--- config.mk ---
export PLATFORM = sky130hd
export DESIGN_NAME = mfp_ahb_sevenseg_scan
export DESIGN_NICKNAME = d
export VERILOG_FILES = /design/src/rtl/mfp_ahb_sevenseg_scan.sv
export SDC_FILE = /design/constraint.sdc
export NUM_CORES = 1
export LEC_CHECK = 0
export CAP_MARGIN = 20
export CORE_ASPECT_RATIO = 0.6
export CORE_MARGIN = 1.5
export CORE_UTILIZATION = 53
export DETAILED_ROUTE_END_ITERATION = 8
export PLACE_DENSITY_LB_ADDON = 0.25
export REMOVE_ABC_BUFFERS = 1
export SYNTH_ARGS = -nofsm -noshare
export SYNTH_HDL_FRONTEND = slang
export SYNTH_SLANG_ARGS = --single-unit
--- constraint.sdc ---
create_clock -name HCLK -period 2.6 [get_ports HCLK]
set_input_delay 0.52 -clock HCLK [delete_from_list [all_inputs] [get_ports HCLK]]
set_output_delay 0.52 -clock HCLK [all_outputs]
set_load 0.01 [all_outputs]
--- src/rtl/mfp_ahb_sevenseg_scan.sv ---
// Time-multiplexed scan controller for the 8-digit seven-segment display.
// Drives one active-low anode per digit period and presents {dp_n, char}
// to the downstream decoder. Inputs are snapshotted once per frame.
// Optional feature macro: MFP_SEVENSEG_GHOST_BLANK_EN inserts a blanking
// guard interval of BLANK_CYCLES after every digit to suppress ghosting.
module mfp_ahb_sevenseg_scan #(
    parameter int REFRESH_DIV  = 50000,
    parameter int BLANK_CYCLES = 500
) (
    input  logic        HCLK,
    input  logic        HRESETn,
    input  logic [7:0]  EN,
    input  logic [39:0] DIGITS,
    input  logic [7:0]  DP,
    output logic [7:0]  AN,
    output logic [5:0]  CODE,
    output logic        FRAME_TICK
);

    localparam logic [15:0] SHOW_LAST = 16'(REFRESH_DIV - 1);

    // Parameter legality is checked at elaboration so a bad build fails early
    if (REFRESH_DIV < 2 || REFRESH_DIV > 65535) begin : g_bad_refresh_div
        $error("REFRESH_DIV must be in 2..65535");
    end
    if (BLANK_CYCLES < 1 || BLANK_CYCLES > 65535) begin : g_bad_blank_cycles
        $error("BLANK_CYCLES must be in 1..65535");
    end

`ifdef MFP_SEVENSEG_GHOST_BLANK_EN
    localparam logic [15:0] GUARD_LAST = 16'(BLANK_CYCLES - 1);
    typedef enum logic [1:0] {INIT, SHOW, GUARD} state_t;
`else
    typedef enum logic [1:0] {INIT, SHOW} state_t;
`endif

    state_t      state, state_d;
    logic [15:0] presc, presc_d;
    logic [2:0]  idx, idx_d, idx_inc;
    logic [7:0]  en_s, en_s_d;
    logic [39:0] digits_s, digits_s_d;
    logic [7:0]  dp_s, dp_s_d;
    logic [7:0]  an_d;
    logic [5:0]  code_d;
    logic        tick_d;
    logic        advance;
`ifdef MFP_SEVENSEG_GHOST_BLANK_EN
    logic [15:0] guard_cnt, guard_cnt_d;
`endif

    // Anode and code for digit i, or a blank slot when the digit is disabled
    function automatic logic [13:0] digit_out(
        input logic [7:0]  en,
        input logic [39:0] digits,
        input logic [7:0]  dp,
        input logic [2:0]  i
    );
        logic [4:0] ch;
        ch = 5'd0;
        for (int k = 0; k < 8; k++) begin
            if (3'(k) == i) ch = digits[5*k +: 5];
        end
        if (en[i]) return {~(8'b1 << i), ~dp[i], ch};
        else       return {8'hFF, 6'h3F};
    endfunction

    assign idx_inc = idx + 3'd1;

    // Next-state logic: prescaling, digit advance, frame wrap and snapshot reload
    always_comb begin
        state_d    = state;
        presc_d    = presc;
        idx_d      = idx;
        en_s_d     = en_s;
        digits_s_d = digits_s;
        dp_s_d     = dp_s;
        an_d       = AN;
        code_d     = CODE;
        tick_d     = 1'b0;
        advance    = 1'b0;
`ifdef MFP_SEVENSEG_GHOST_BLANK_EN
        guard_cnt_d = guard_cnt;
`endif
        case (state)
            INIT: begin
                en_s_d           = EN;
                digits_s_d       = DIGITS;
                dp_s_d           = DP;
                idx_d            = 3'd0;
                presc_d          = 16'd0;
                state_d          = SHOW;
                {an_d, code_d}   = digit_out(EN, DIGITS, DP, 3'd0);
            end
            SHOW: begin
                if (presc == SHOW_LAST) begin
                    presc_d = 16'd0;
`ifdef MFP_SEVENSEG_GHOST_BLANK_EN
                    state_d     = GUARD;
                    guard_cnt_d = 16'd0;
                    an_d        = 8'hFF;
                    code_d      = 6'h3F;
`else
                    advance = 1'b1;
`endif
                end else begin
                    presc_d = presc + 16'd1;
                end
            end
`ifdef MFP_SEVENSEG_GHOST_BLANK_EN
            GUARD: begin
                if (guard_cnt == GUARD_LAST) begin
                    advance = 1'b1;
                    state_d = SHOW;
                end else begin
                    guard_cnt_d = guard_cnt + 16'd1;
                end
            end
`endif
            default: state_d = INIT;
        endcase

        if (advance) begin
            idx_d = idx_inc;
            if (idx == 3'd7) begin
                en_s_d         = EN;
                digits_s_d     = DIGITS;
                dp_s_d         = DP;
                tick_d         = 1'b1;
                {an_d, code_d} = digit_out(EN, DIGITS, DP, 3'd0);
            end else begin
                {an_d, code_d} = digit_out(en_s, digits_s, dp_s, idx_inc);
            end
        end
    end

    // State, snapshot and registered outputs; reset blanks the display at once
    always_ff @(posedge HCLK or negedge HRESETn) begin
        if (!HRESETn) begin
            state      <= INIT;
            presc      <= 16'd0;
            idx        <= 3'd0;
            en_s       <= 8'd0;
            digits_s   <= 40'd0;
            dp_s       <= 8'd0;
            AN         <= 8'hFF;
            CODE       <= 6'h3F;
            FRAME_TICK <= 1'b0;
        end else begin
            state      <= state_d;
            presc      <= presc_d;
            idx        <= idx_d;
            en_s       <= en_s_d;
            digits_s   <= digits_s_d;
            dp_s       <= dp_s_d;
            AN         <= an_d;
            CODE       <= code_d;
            FRAME_TICK <= tick_d;
        end
    end

`ifdef MFP_SEVENSEG_GHOST_BLANK_EN
    // Guard-interval counter, only present when blanking is built in
    always_ff @(posedge HCLK or negedge HRESETn) begin
        if (!HRESETn) guard_cnt <= 16'd0;
        else          guard_cnt <= guard_cnt_d;
    end
`endif

endmodule

=== Word level (Yosys, flattened, before mapping) ===
Index checks and enable logic that the tools add are counted.

* Equal/unequal tests: 10
* Reductions and logical operators: 4
* Order comparisons: 1
* Bitwise gates (word level): 3
* Add/sub/neg operators: 2
* Shifts and indexed selects: 1
* Mux-type cells: 38

{| class="wikitable"
|+ Operators by type and width
! cell !! number
|-
| 2-to-1 mux 40 bit || 3
|-
| 2-to-1 mux 8 bit || 9
|-
| 2-to-1 mux 5 bit || 8
|-
| one-hot mux 16 bit (2 select lines) || 1
|-
| 2-to-1 mux 6 bit || 3
|-
| adder 16 x 1 -> 16 bit (second input constant) || 1
|-
| equality test 16 bit (second input constant) || 1
|-
| 2-to-1 mux 16 bit || 1
|-
| 2-to-1 mux 14 bit || 1
|-
| equality test 3 bit (first input constant) || 4
|-
| NOT 8 bit || 1
|-
| << shifter 1 x 3 -> 8 bit (first input constant) || 1
|-
| 2-to-1 mux 7 bit || 1
|-
| binary-select mux 1 bit (select 3 bit) || 2
|-
| equality test 2 x 3 -> 1 bit (first input constant) || 2
|-
| 2-to-1 mux 1 bit || 6
|-
| 2-to-1 mux 3 bit || 2
|-
| less-than comparator 3 x 4 -> 1 bit (second input constant) || 1
|-
| one-hot mux 2 bit (2 select lines) || 1
|-
| nonzero test 2 bit || 2
|-
| adder 3 x 1 -> 3 bit (second input constant) || 1
|-
| equality test 1 x 3 -> 1 bit (first input constant) || 1
|-
| equality test 3 bit (second input constant) || 1
|-
| logical NOT 3 bit || 1
|-
| 3 further kinds || 4
|}

* Flip-flop bits (word level): 92
* Input port bits: 58
* Logic and storage cells: 68

=== Depth between registers and ports, before layout ===
* Word-level depth: 13
* Gate-level depth with buffers: 9
* Depth with buffers taken out: 6

=== Worst setup path after synthesis ===
Ideal clock, no wire load.

* Kind: reg2reg
* Start point: reg idx[0]
* End point: reg CODE[1]
* Stages on the path, launching flop included: 10
* Required time: 2.511 ns
* Arrival: 1.948 ns
* Period minus slack after synthesis: 2.038 ns
* Path slack: 0.562 ns
* Cell sequence: dfrtp_1 -> clkbuf_2 -> inv_1 -> ha_1 -> clkbuf_1 -> clkbuf_1 -> a21oi_1 -> a221oi_1 -> a221oi_1 -> a211oi_1

* Longest elaborated chain between the ends: 13

{| class="wikitable"
|+ RTL lines
! item !! line !! text
|-
| start: declaration || 39 || <nowiki>logic [2:0] idx, idx_d, idx_inc;</nowiki>
|-
| start signal: assignment || 151 || <nowiki>idx <= idx_d;</nowiki>
|-
| adder 3 x 1 -> 3 bit || 67 || <nowiki>assign idx_inc = idx + 3'd1;</nowiki>
|-
| logical NOT 3 bit || 61 || <nowiki>if (3'(k) == i) ch = digits[5*k +: 5];</nowiki>
|-
| 2-to-1 mux 5 bit (8 in series) || 61 ||
|-
| 2-to-1 mux 14 bit || 63 || <nowiki>if (en[i]) return {~(8'b1 << i), ~dp[i], ch};</nowiki>
|-
| 2-to-1 mux 6 bit (*) || 124 || <nowiki>if (idx == 3'd7) begin</nowiki>
|-
| 2-to-1 mux 6 bit (*) || 122 || <nowiki>if (advance) begin</nowiki>
|-
| end signal: assignment || 156 || <nowiki>CODE <= code_d;</nowiki>
|-
| end: declaration || 16 || <nowiki>output logic [5:0] CODE,</nowiki>
|}

Every way passes the cells marked *; elsewhere a longest branch is shown, timed or not. The select of a mux whose other input is x is not followed.
A chain may end at the register's enable or synchronous reset.

=== Worst setup path after layout ===
Same ends and word-level chain as after synthesis.

==> run metrics <==
nets=491; Fin. Hold Viols=0; Sequential Area=2290 sq um; Crit Path Category=register to register; commonest non-fill, non-tap cell in the layout=dfrtp_1; CTS Sinks=91; Syn Inst Count=354; Post-DRT Antenna Nets=0; post-CTS sizing=0; root buf cell=clkbuf_16; maximum operating frequency=418 MHz; Clock H-tree levels=3; Synth-to-Final Area Change=26.7%; Core Util, Final=~70%; Worst-Margin Slew=0.542 ns; Die X-Extent=between 100 and 150 um; Post-Place Cell Area=roughly 5200 sq um; number of setup buffers added after CTS=0; DRC=0; Clk Latency, worst-skew pair=0.34 ns; Mapped Area=4370 sq um; Vias=3077; yosys warns=0; grt ovf=0; asr flop ratio synth=100%; hold_ws=roughly 0.040 ns; pin count of the biggest net entering global routing=57; final cell count without fillers=539; worst clock skew=0.00680 ns; multi-input combinational cell area=1900 sq um; die height=73.3 um; Finished Cell Area=5540 sq um; most common flop cell mapped by yosys=dfrtp_1; Cells after DPL=approximately 520; # setup viols final=0; WP data arrival=2.64 ns; Distinct cells, synth=47; initial antenna violation count=0; First-pass DRT Iterations=5; Post-synth EDFFs=0; min Tclk post-route=about 2.4 ns; Core ar.=7950 sq um; PortBufs=72; DR WL/cell=18.4 um; initial drt markers=a little under 200; RSZ-0062 raised after global routing=false; first-pass GRT wire length=about 16 mm; hold_buf cts=0; vias per std cell=5.71; WL final=9.91 mm; Initial Utilization=55.0%; die area=8820 sq um; hpwl dp=7.08 mm; TritonCTS buffer count=9; total track usage=about 24%; critical path peak fanout=13; CTS tree=yes; vias in the first global route=3075; Seq/Total Area, Yosys=52.5%; worst rel slew slack=63.6%; Leakage=2.31 nW; Final Max Tran Viols=0; Crit. End Element=register; Clock transition at path regs=roughly 0.06 ns; Max IR drop VDD=0.339 mV; Final Cycle Share=92.0%; commonest non-fill, non-tap cells in the layout=dfrtp_1, clkdlybuf4s50_1, nor2_1; Fill cells=a little under 600; max cap viols=0; Rows=25; PwrDens=~600 nW/um^2; Max Root-Sink Buffers=2; Top Ports=73; critical path required time=about 2.9 ns; Hold Crit Class=input port to asynchronous set/reset pin; layout cells sized above 1=17.4%; RD Place Congestion=0.910; Antenna Cells=0; Final TNS setup=0 ns; Avg Cell Area, Syn=12.3 sq um; CP Launch Type=register; post-synthesis register bit count=91; run status=finished clean
## per-stage QoR
stage	total power, mW	worst slack (ns)
2_1_floorplan	1.74	-0.634
4_1_cts	3.45	0.140
5_1_grt	3.54	0.0414
3_5_place_dp	1.95	0.155
3_3_place_gp	1.94	0.283
6_report	3.41	0.208
## cells by family (layout without fill, tap and decap cells)
group | Yosys count | count (layout) | share of synthesized area, %
muxes | 69 | 69 | 18.7
and+or+nand+nor | 92 | 92 | 11.6
DFF | 91 | 91 | 52.5
xor gates and xnor gates | 11 | 11 | 2.20
adders and majority gates | 7 | 7 | 2.00
other | 1 | 1 | 0.0858
AOI/OAI and AO/OA | 49 | 49 | 8.59
buffers and inverters | 34 | 111 | 4.29
## cell type report
type                       count  share of cell area (%)
sequential                    91                    41.5
multi-input combinational    229                    34.3
timing repair buffer          81                    14.6
clock buffer                  12                    4.45
tap                          108                    2.44
clock inverter                 4                    1.76
inverter                      14                   0.949
## Yosys cell counts, drive strengths merged, types with 3 or more instances
cell | instances | share of area [%]
a21oi | 13 | 1.5
nand2 | 9 | 0.77
nand3b | 5 | 0.86
a211oi | 7 | 1.4
nor2 | 41 | 3.5
a221o | 5 | 1.1
nor3 | 4 | 0.46
nor3b | 3 | 0.63
mux2i | 3 | 0.69
o21ai | 3 | 0.43
and3 | 4 | 0.57
mux4 | 4 | 2.1
a31oi | 4 | 0.57
buf | 7 | 1.9
nand2b | 3 | 0.43
a221oi | 13 | 2.6
dfstp | 14 | 8.4
inv | 14 | 1.2
nand4 | 4 | 0.92
mux2 | 62 | 16
ha | 7 | 2.0
xor2 | 8 | 1.6
xnor2 | 3 | 0.60
clkbuf | 13 | 1.2
nand3 | 5 | 0.57
dfrtp | 77 | 44
## where the power goes
| part | switching, mW | internal [mW] | total (mW) |
|---|---|---|---|
| Clock | 0.521 | 0.966 | 1.49 |
| Combinational | 0.133 | 0.200 | 0.333 |
| Sequential | 0.0677 | 1.52 | 1.59 |
| Total | 0.722 | 2.69 | 3.41 |
## metal layers
metal  track usage (%)  up-vias  share of wire, %
li1                  -     1416                 -
met1              34.8     1533                49
met2              35.4      116                43
met3              7.45       12               7.1
met4              7.32        0               1.3
met5                 0        -                 0
## critical path, stage by stage (launching register included)
cell and delay [ns]:
dfrtp_1 0.51, inv_1 0.17, ha_1 0.50, buf_4 0.23, a21oi_1 0.07, a221oi_1 0.41, a221oi_1 0.12, a211oi_1 0.28
## state kept, by name, indices dropped and copies added, names as in the netlist
register    flops
AN              8
CODE            6
FRAME_TICK      1
digits_s       40
dp_s            8
en_s            8
idx             3
presc          16
state           1
## worst paths after layout
| path | slack [ns] | cells after the start | end | from |
|---|---|---|---|---|
| worst max-delay path | 0.21 | 7 | CODE[1] | idx[0] |
| worst min-delay path | 0.04 | 1 | presc[7] | HRESETn |
| worst max register to register | 0.21 | 7 | CODE[1] | idx[0] |
| worst min register to register | 0.48 | 1 | presc[0] | presc[0] |
| max in group asynchronous | 1.92 | 2 | CODE[3] | HRESETn |
| min in group HCLK | 0.48 | 1 | presc[0] | presc[0] |
Power figures use the tool's default switching activity.
